### src/rtl/dbu_run_ctrl_pkg.sv
// -----------------------------------------------------------------------------
// dbu_run_ctrl_pkg
// Shared definitions for the debug-unit run controller: default widths of the
// inspection address and the retired-instruction counter, and the run-state
// encoding used by the controller FSM.
// BPHOLD is only reachable when DBU_BREAKPOINT_EN is defined; the encoding is
// kept here unconditionally so every build agrees on the state values.
// -----------------------------------------------------------------------------
package dbu_run_ctrl_pkg;

    localparam int DBU_ADDR_W = 8;
    localparam int DBU_CNT_W  = 16;

    localparam logic [2:0] ST_IDLE   = 3'd0;
    localparam logic [2:0] ST_RUN    = 3'd1;
    localparam logic [2:0] ST_STEP   = 3'd2;
    localparam logic [2:0] ST_DRAIN  = 3'd3;
    localparam logic [2:0] ST_BPHOLD = 3'd4;

    typedef enum logic [2:0] {
        S_IDLE   = ST_IDLE,
        S_RUN    = ST_RUN,
        S_STEP   = ST_STEP,
        S_DRAIN  = ST_DRAIN,
        S_BPHOLD = ST_BPHOLD
    } dbu_state_e;

    // The CPU is allowed to advance only in these states.
    function automatic logic state_runs_cpu(input dbu_state_e s);
        return (s == S_RUN) || (s == S_STEP) || (s == S_DRAIN);
    endfunction

endpackage

### src/rtl/dbu_run_ctrl_edge.sv
// -----------------------------------------------------------------------------
// signal_edge
// Rising-edge detector for a raw (asynchronous) board button. Two flops bring
// the button into the clk domain; the rise is then registered so sig_e is high
// for exactly one cycle, starting two clocks after the raw rise. A held button
// produces a single event.
// Ports:
//   clk   in  system clock
//   rst   in  asynchronous reset, active high
//   sig   in  raw button level
//   sig_e out one-cycle rising-edge event
// -----------------------------------------------------------------------------
module signal_edge (
    input  logic clk,
    input  logic rst,
    input  logic sig,
    output logic sig_e
);

    logic [1:0] sync_reg;
    logic       sig_e_reg;

    always_ff @(posedge clk or posedge rst) begin
        if (rst) begin
            sync_reg  <= 2'b00;
            sig_e_reg <= 1'b0;
        end else begin
            sync_reg  <= {sync_reg[0], sig};
            sig_e_reg <= sync_reg[0] & ~sync_reg[1];
        end
    end

    assign sig_e = sig_e_reg;

endmodule

### src/rtl/dbu_run_ctrl.sv
// -----------------------------------------------------------------------------
// dbu_run_ctrl
// Run controller of the debug unit for the multicycle MIPS CPU. Gates CPU
// progress (continuous run, single-instruction step, drain-to-fetch-boundary
// stop), holds the memory/register-file inspection address and counts
// retired instructions.
//
// Optional feature macro: DBU_BREAKPOINT_EN
//   When defined, adds bp_addr/bp_hit and the BPHOLD state: while running, an
//   instruction boundary whose next PC equals bp_addr freezes the CPU before
//   that instruction starts.
//
// Ports:
//   clk         in   system clock, rising edge
//   rst         in   asynchronous reset, active high
//   succ        in   level switch, 1 = continuous run requested
//   step        in   raw button, execute one instruction
//   inc / dec   in   raw buttons, view_addr +1 / -1
//   instr_done  in   1-cycle pulse when the CPU FSM returns to fetch
//   pc          in   PC of the next instruction (valid with instr_done)
//   bp_addr     in   breakpoint address (DBU_BREAKPOINT_EN only)
//   cpu_run     out  CPU enable
//   halted      out  1 while IDLE
//   view_addr   out  inspection address
//   instr_cnt   out  instructions retired since reset (wraps)
//   bp_hit      out  sticky breakpoint flag (DBU_BREAKPOINT_EN only)
// -----------------------------------------------------------------------------
module dbu_run_ctrl
    import dbu_run_ctrl_pkg::*;
#(
    parameter int ADDR_W = DBU_ADDR_W,
    parameter int CNT_W  = DBU_CNT_W
) (
    input  logic              clk,
    input  logic              rst,
    input  logic              succ,
    input  logic              step,
    input  logic              inc,
    input  logic              dec,
    input  logic              instr_done,
    input  logic [31:0]       pc,
`ifdef DBU_BREAKPOINT_EN
    input  logic [31:0]       bp_addr,
    output logic              bp_hit,
`endif
    output logic              cpu_run,
    output logic              halted,
    output logic [ADDR_W-1:0] view_addr,
    output logic [CNT_W-1:0]  instr_cnt
);

    // Button edge events: bit 0 = step, 1 = inc, 2 = dec.
    logic [2:0] btn_raw;
    logic [2:0] btn_e;
    logic       step_e;
    logic       inc_e;
    logic       dec_e;

    assign btn_raw = {dec, inc, step};

    genvar gi;
    generate
        for (gi = 0; gi < 3; gi++) begin : g_btn_edge
            signal_edge u_edge (
                .clk   (clk),
                .rst   (rst),
                .sig   (btn_raw[gi]),
                .sig_e (btn_e[gi])
            );
        end
    endgenerate

    assign step_e = btn_e[0];
    assign inc_e  = btn_e[1];
    assign dec_e  = btn_e[2];

    dbu_state_e        state_reg;
    dbu_state_e        state_next;
    logic [ADDR_W-1:0] view_addr_reg;
    logic [CNT_W-1:0]  instr_cnt_reg;
    logic              bp_stop;

`ifdef DBU_BREAKPOINT_EN
    assign bp_stop = instr_done && (pc == bp_addr);
`else
    assign bp_stop = 1'b0;
    // pc only matters for breakpoint matching.
    logic unused_pc;
    assign unused_pc = ^pc;
`endif

    // ------------------------------------------------------------------ FSM
    // Stopping is only ever decided on instr_done, so the CPU always ends up
    // frozen at its fetch boundary; DRAIN waits for that boundary.
    always_comb begin
        state_next = state_reg;
        case (state_reg)
            S_IDLE: begin
                if (succ)        state_next = S_RUN;
                else if (step_e) state_next = S_STEP;
            end
            S_RUN: begin
                if (bp_stop)                  state_next = S_BPHOLD;
                else if (!succ && instr_done) state_next = S_IDLE;
                else if (!succ)               state_next = S_DRAIN;
            end
            S_STEP: begin
                if (instr_done) state_next = S_IDLE;
            end
            S_DRAIN: begin
                if (instr_done) state_next = S_IDLE;
            end
            S_BPHOLD: begin
                if (!succ) state_next = S_IDLE;
            end
            default: state_next = S_IDLE;
        endcase
    end

    always_ff @(posedge clk or posedge rst) begin
        if (rst) state_reg <= S_IDLE;
        else     state_reg <= state_next;
    end

    // Outputs decode straight from the state register so they follow the
    // asynchronous reset immediately.
    assign cpu_run = state_runs_cpu(state_reg);
    assign halted  = (state_reg == S_IDLE);

    // ------------------------------------------------------- counters
    always_ff @(posedge clk or posedge rst) begin
        if (rst) begin
            instr_cnt_reg <= '0;
        end else if (instr_done && cpu_run) begin
            instr_cnt_reg <= instr_cnt_reg + CNT_W'(1);
        end
    end

    // Simultaneous inc/dec cancel out; wrap is natural modulo arithmetic.
    always_ff @(posedge clk or posedge rst) begin
        if (rst) begin
            view_addr_reg <= '0;
        end else if (inc_e && !dec_e) begin
            view_addr_reg <= view_addr_reg + ADDR_W'(1);
        end else if (dec_e && !inc_e) begin
            view_addr_reg <= view_addr_reg - ADDR_W'(1);
        end
    end

    assign view_addr = view_addr_reg;
    assign instr_cnt = instr_cnt_reg;

`ifdef DBU_BREAKPOINT_EN
    // Sticky until the operator starts the CPU again from IDLE.
    logic bp_hit_reg;

    always_ff @(posedge clk or posedge rst) begin
        if (rst) begin
            bp_hit_reg <= 1'b0;
        end else if (state_reg == S_RUN && state_next == S_BPHOLD) begin
            bp_hit_reg <= 1'b1;
        end else if (state_reg == S_IDLE && state_next != S_IDLE) begin
            bp_hit_reg <= 1'b0;
        end
    end

    assign bp_hit = bp_hit_reg;
`endif

endmodule
### config.mk
export PLATFORM = sky130hd
export DESIGN_NAME = dbu_run_ctrl
export DESIGN_NICKNAME = d
export VERILOG_FILES = /design/src/rtl/dbu_run_ctrl_pkg.sv /design/src/rtl/dbu_run_ctrl_edge.sv /design/src/rtl/dbu_run_ctrl.sv
export SDC_FILE = /design/constraint.sdc
export NUM_CORES = 1
export LEC_CHECK = 0
export ABC_AREA = 1
export CAP_MARGIN = 20
export CORE_ASPECT_RATIO = 0.75
export CORE_MARGIN = 1
export CORE_UTILIZATION = 35
export DETAILED_ROUTE_END_ITERATION = 12
export PLACE_DENSITY = 0.72
export SLEW_MARGIN = 20
export SYNTH_ARGS = -nofsm -noshare
export SYNTH_HDL_FRONTEND = slang
export SYNTH_SLANG_ARGS = --single-unit
### constraint.sdc
create_clock -name clk -period 1.9 [get_ports clk]
set_clock_uncertainty 0.2 [all_clocks]
set_input_delay 0.19 -clock clk [delete_from_list [all_inputs] [get_ports clk]]
set_output_delay 0.19 -clock clk [all_outputs]
set_load 0.01 [all_outputs]
==> qor.txt, run 1 <==
Run status - complete, no violations
Via count of the first global-routing pass - 1,253
Utilization after layout - 0.501
Worst ir drop on vdd - 0.000652 V
Nets - 297
Portion of the post-synthesis area used by sequential elements - 0.482
Netlist cell types - 27
Later-pin clock latency in the skew report - 0.28 ns
FILL cells - 461
Global-route total usage across every layer - 0.136
Core box area - 0.00495 mm2
Die area - 0.00549 mm2
Detailed placement HPWL - 2490 um
Clock period minus final worst setup slack - 1.80 ns
Syn Std Cell Area - 0.00182 mm2
Placement row count - 22
DR WL/cell - 11.3 um
Count of H-tree levels built during CTS - 2
Proportion of layout cells with a drive suffix above 1 - 0.192
Per-instance average area after synthesis - 8.91 um2
Max FFs per register - 16
Router iterations before antenna repair - 6
Starting utilization of the core area - 0.367
Wire length of the first global-routing pass - 5800 um
Detail-routed via count per cell - 4.54
Critical path launch point type - register
Largest driver fanout on the critical path - 7
Area delta synth->final - 36.6%
Yosys top cell area share - 0.482
Ant. Diodes - 0
Tightest Pin Transition - 0.444 ns
Total number of yosys warnings - 0
Most area-hungry cell type in the Yosys netlist - dfrtp_1
Ports - 65
Kind of end point of the critical path - register
Overflow left after global routing - 0
# clock sinks - 35
Floorplan die width - 85.2 um
Number of remaining DRC errors - 0
Cell total after placement - 301
CTS Hold Buffers Added - 0
Areal power density over the cells - 1320 mW/mm2
Net count of the mapped netlist - 252
Total length of routed wires - 3510 um
Final Power - 3.28 mW
Number of routed nets with antenna violations - 0
HP Class - input pin to async pin
Data required time at the worst endpoint - 1.88 ns
Maximum buffer depth of the clock tree - 2
Post-synthesis sequential element count - 35
Die Y-Extent - 64.4 um
Leading cell types by total area after synthesis - dfrtp_1 48%, nand2_1 12%, ha_1 5.5%
Antenna violations before repair - 0
Non-Filler Cell Area, Final - 0.00248 mm2
Count of vias placed by the detailed router - 1,408
Port Buffer Count - 32
Post-route non-filler standard cell count - 310
Number of standard cells after synthesis - 204
Crit path setup slack, layout - 0.104 ns
Root buffer cell - clkbuf_8
First DRT Iteration DRCs - 70
Max-capacitance violation count - 0
Final Max Slew Viols - 0
Worst setup timing slack at the placement stage - -0.0982 ns
Gp weighted congestion - 0.823
Max Clk Rate - 557 MHz
Total leakage power - 1.20 nW
Largest net degree at the start of global routing - 36
CTS tree - built
Tcrit/Tclk final - 0.945
Final setup violation count - 0
Category of the most critical setup path - register to register
Inserted Clock Buffers - 5
Clock transition at path regs - 0.08 ns
Endpoints failing hold - 0
Tightest slew margin relative to the limit - 0.704
Total cell area at the placement stage - 0.00225 mm2
Register-to-register setup slack - 0.10 ns
CP Data Arrival Time - 1.77 ns
-- worst max-delay path, stage by stage, from the launching register on --
cell and delay, ns:
dfrtp_1 0.40, ha_4 0.19, inv_8 0.10, ha_4 0.21
or2_4 0.25, nand3b_1 0.11, nand3_1 0.08, nand3_1 0.09
nand2_1 0.05
-- metrics by stage --
stage,hold WS [ns],TNS (ns)
after floorplan,0.0214,0
after global placement,0.157,-0.216
after detailed placement,0.159,-0.276
after CTS,0.109,0
after global routing,0.131,-0.0246
final,0.0986,0
-- report_power, final --
| part | internal (mW) | leakage, nW | total, mW | switching [mW] |
|---|---|---|---|---|
| clock network | 0.397 | 0.0587 | 0.679 | 0.282 |
| registers | 0.914 | 0.437 | 1.13 | 0.218 |
| logic | 0.768 | 0.702 | 1.47 | 0.697 |
-- Yosys cell counts --
library cell	count
inv_2	3
a21oi_1	5
xnor2_2	1
inv_1	26
clkbuf_1	1
nand2_4	1
nand2_2	4
nor2_8	1
xnor2_1	4
dfrtp_1	35
fa_1	1
o211ai_1	1
nand3_4	1
nor2_4	4
o21ai_1	3
or2_1	2
nand2_1	57
nand3b_1	3
nand3_1	14
nor3_2	1
nor2_2	1
xor2_1	9
o22ai_1	1
ha_1	8
nor3_1	1
nor2_1	14
nand4_1	2
-- logic make-up after synthesis --
kind of cell / count (synthesis) / synth area share
compound gates: 10 / 0.0296
xor+xnor: 14 / 0.0716
buf+inv: 30 / 0.0620
simple gates: 106 / 0.289
flops: 35 / 0.482
fa+ha+maj: 9 / 0.0661
-- per-layer routing --
layer  vias up  track usage  routed length [um]  share of wire
li1        728            -                   -              -
met2        37        0.189                1430           0.41
met3         2       0.0362                 162          0.046
met5         -            0                   0              0
met4         0       0.0381                  19         0.0054
met1       641        0.206                1900           0.54
-- placed cells by master (no fill, tap or decap), drive strengths merged, types with 7 or more instances in the layout --
| cell type | n |
|---|---|
| inv | 30 |
| buf | 7 |
| nor2 | 20 |
| nand3 | 15 |
| dfrtp | 35 |
| nand2 | 62 |
| ha | 8 |
| xor2 | 9 |
| clkdlybuf4s50 | 32 |
-- cell type report --
class                           instances  area (um2)  area share
Sequential cell                        35         877       0.354
Clock buffer                            5        68.8      0.0277
Tap cell                               60        75.1      0.0303
Timing Repair Buffer                   39         373       0.150
Multi-Input combinational cell        139         923       0.372
Inverter                               29         116      0.0469
Clock inverter                          3        47.5      0.0192
-- path summary, 6_finish.rpt --
path,start,to,depth (start not counted)
worst max-delay path,g_btn_edge[1].u_edge.sig_e,view_addr[5],8
worst min-delay path,rst,view_addr[2],3
worst max register to register,g_btn_edge[1].u_edge.sig_e,view_addr[5],8
worst min register to register,g_btn_edge[0].u_edge.sync_reg[0],g_btn_edge[0].u_edge.sync_reg[1],0
max in group asynchronous,rst,state_reg[1],3
min in group clk,step,g_btn_edge[0].u_edge.sync_reg[0],1
-- timing repair --
item	4_1_cts	5_1_grt
endpoints found under the setup margin	5	6
buffers inserted	0	1
gates cloned	0	0
pin swaps	1	4
resized for setup	3	17
Note: power is estimated with default switching activity, not from simulation.
==> inputs of run 2 (changes only) <==
CELL_PAD_IN_SITES_DETAIL_PLACEMENT = 1   (was not set)
CELL_PAD_IN_SITES_GLOBAL_PLACEMENT = 1   (was not set)
CORE_UTILIZATION = 29   (was 35)
PLACE_DENSITY = 0.79   (was 0.72)
RECOVER_POWER = 100   (was not set)
TNS_END_PERCENT = 100   (was not set)
==> run 2 against run 1 <==
Critical path depth increased by 2. Sequential power about the same. Power increased by 0.50%. Largest power group unchanged. Via count increased by 4.8%. Utilization decreased by 8.2 points. Critical path type unchanged. Count of clock-buffer cells in the layout increased by 1. Highest routed layer unchanged.
==> qor.txt, run 2 (synthesis results as in run 1) <==
Count of H-tree levels built during CTS - 2 (unchanged)
Category of the most critical setup path - register to register (unchanged)
# clock sinks - 35 (unchanged)
Cell type group with the largest total delay on the critical path - adder cells (was simple AND/OR/NAND/NOR gates)
Tightest hold margin - 0.181 ns (was 0.0986 ns)
Antenna violations before repair - 0 (unchanged)
DR WL/cell - 12.6 um (was 11.3 um)
Worst setup timing slack at the placement stage - -0.200 ns (was -0.0982 ns)
Crit path buf inv count - 2 (was 1)
Max Clk Rate - 534 MHz (was 557 MHz)
Portion of total power attributed to sequential cells - 0.340 (was 0.345)
Setup repair after global routing missed its margin - true
Floorplan die width - 93.4 um (was 85.2 um)
Nets - 298 (was 297)
Die area - 0.00659 mm2 (was 0.00549 mm2)
Max FFs per register - 16 (unchanged)
Wire length of the first global-routing pass - 6870 um (was 5800 um)
Total leakage power - 1.24 nW (was 1.20 nW)
CTS tree - built (unchanged)
Die Y-Extent - 70.5 um (was 64.4 um)
Combinational share of power - 0.446 (was 0.447)
Overflow left after global routing - 0 (unchanged)
Cell Int Power - 2.08 mW (about the same)
CP Data Arrival Time - 1.86 ns (was 1.77 ns)
Starting utilization of the core area - 0.307 (was 0.367)
Count of vias placed by the detailed router - 1,475 (was 1,408)
Ant. Diodes - 0 (unchanged)
Proportion of power drawn by the clock network - 0.213 (was 0.207)
Detailed placement HPWL - 3050 um (was 2490 um)
First DRT Iteration DRCs - 49 (was 70)
Detail-routed via count per cell - 4.48 (was 4.54)
Switching fraction of total power - 0.369 (was 0.365)
Router iterations before antenna repair - 4 (was 6)
Crit path setup slack, layout - 0.0270 ns (was 0.104 ns)
Number of routed nets with antenna violations - 0 (unchanged)
Gp weighted congestion - 0.774 (was 0.823)
Most frequent standard cell in the layout excluding fill and tap cells - nand2_1 (unchanged)
Tcrit/Tclk final - 0.986 (was 0.945)
Later-pin clock latency in the skew report - 0.28 ns (about the same)
Areal power density over the cells - 1330 mW/mm2 (was 1320 mW/mm2)
Data required time at the worst endpoint - 1.88 ns (about the same)
Largest net degree at the start of global routing - 36 (unchanged)
Clock transition at path regs - 0.08 ns (about the same)
Run status - complete, no violations (unchanged)
Cell total after placement - 319 (was 301)
Critical path launch point type - register (unchanged)
Kind of end point of the critical path - register (unchanged)
Global-route total usage across every layer - 0.137 (was 0.136)
Inserted Clock Buffers - 5 (unchanged)
Cells traversed along the worst timing path - inv_2, ha_4, inv_8, fa_2, nand2_2, nand2_2, nand3b_1, nand3_1, nand3_1, nand2_1 (was ha_4, inv_8, ha_4, or2_4, nand3b_1, nand3_1, nand3_1, nand2_1)
Largest stage delay, worst path - 0.40 ns (about the same)
Maximum buffer depth of the clock tree - 2 (unchanged)
Via count of the first global-routing pass - 1,469 (was 1,253)
Final setup violation count - 0 (unchanged)
Area delta synth->final - 36.4% (was 36.6%)
Ports - 65 (unchanged)
Non-Filler Cell Area, Final - 0.00248 mm2 (about the same)
Slowest stage cell on the critical path - fa_2 (was dfrtp_1)
Port Buffer Count - 32 (unchanged)
Total cell area at the placement stage - 0.00228 mm2 (was 0.00225 mm2)
Clock period minus final worst setup slack - 1.87 ns (was 1.80 ns)
Most frequent cells in the layout - 55 x nand2_1, 35 x dfrtp_1, 29 x dlygate4sd3_1, 24 x inv_1, 15 x nor2_1 (was 54 x nand2_1, 34 x dfrtp_1, 32 x clkdlybuf4s50_1, 24 x inv_1)
Core box area - 0.00592 mm2 (was 0.00495 mm2)
Final Max Slew Viols - 0 (unchanged)
Setup total negative slack - 0 ns (unchanged)
Switching power - 1.22 mW (was 1.20 mW)
Number of remaining DRC errors - 0 (unchanged)
Total length of routed wires - 4150 um (was 3510 um)
Endpoints failing hold - 0 (unchanged)
Proportion of layout cells with a drive suffix above 1 - 0.175 (was 0.192)
HP Class - register to register (was input pin to async pin)
Placement row count - 24 (was 22)
Tightest Pin Transition - 0.891 ns (was 0.444 ns)
Max-capacitance violation count - 0 (unchanged)
Largest driver fanout on the critical path - 7 (unchanged)
Post-route non-filler standard cell count - 329 (was 310)
Root buffer cell - clkbuf_8 (unchanged)
Worst ir drop on vdd - 0.000467 V (was 0.000652 V)
Tightest slew margin relative to the limit - 0.406 (was 0.704)
run 2: changes by cell type in the layout (fill, tap and decap cells not counted), sizes merged:
cell / previous run / this run
clkdlybuf4s25: 0 / 1
clkdlybuf4s50: 32 / 2
dlygate4sd3: 0 / 29
inv: 30 / 29
clkbuf: 5 / 7
run 2: power by group through the flow:
stage	Clock [mW]	Combinational (mW)	Sequential [mW]
5_1_grt	0.762	1.65	1.15
6_report	0.703	1.47	1.12
4_1_cts	0.723	1.43	1.12
2_1_floorplan	0	0.733	1.15
3_3_place_gp	0	1.32	1.11
3_5_place_dp	0	1.37	1.12
run 2: cell type report:
class	count	area, um2
Fill cell	691	3440
Multi-Input combinational cell	139	892
Sequential cell	35	876
Timing Repair Buffer	40	378
Inverter	29	116
Tap cell	78	97.6
Clock buffer	6	82.6
Clock inverter	2	35.0
run 2: per-layer routing:
| layer | GRT usage | wire length, um | part of all wire | up-vias |
|---|---|---|---|---|
| li1 | - | - | - | 728 |
| met4 | 0.0359 | 31 | 0.0075 | 0 |
| met3 | 0.0452 | 175 | 0.042 | 4 |
| met1 | 0.181 | 2010 | 0.48 | 719 |
| met5 | 0 | 0 | 0 | - |
| met2 | 0.217 | 1940 | 0.47 | 24 |
run 2: path summary, 6_finish.rpt:
| check | startpoint | end | slack [ns] | cells after the start |
|---|---|---|---|---|
| worst max-delay path | g_btn_edge[2].u_edge.sig_e | view_addr[6] | 0.03 | 10 |
| worst min-delay path | g_btn_edge[0].u_edge.sync_reg[0] | g_btn_edge[0].u_edge.sync_reg[1] | 0.18 | 0 |
| worst max register to register | g_btn_edge[2].u_edge.sig_e | view_addr[6] | 0.03 | 10 |
| worst min register to register | g_btn_edge[0].u_edge.sync_reg[0] | g_btn_edge[0].u_edge.sync_reg[1] | 0.18 | 0 |
| max in group asynchronous | rst | instr_cnt[5] | 0.54 | 3 |
| min in group asynchronous | rst | g_btn_edge[0].u_edge.sig_e | 0.40 | 3 |
run 2: timing repair:
| action | in CTS | in global routing |
|---|---|---|
| endpoints found under the hold margin | 0 | 0 |
| cloned | 0 | 0 |
| setup buffers | 1 | 1 |
| resized for setup | 6 | 15 |
| pin swaps | 3 | 2 |
| hold buffers | 0 | 0 |
| endpoints found under the setup margin | 6 | 5 |
run 2: per-stage QoR:
stage / util / power, mW
after global placement: 0.385 / 2.43
after global routing: 0.419 / 3.57
after detailed placement: 0.385 / 2.49
final: 0.419 / 3.29
after floorplan: - / 1.89
after CTS: 0.411 / 3.27
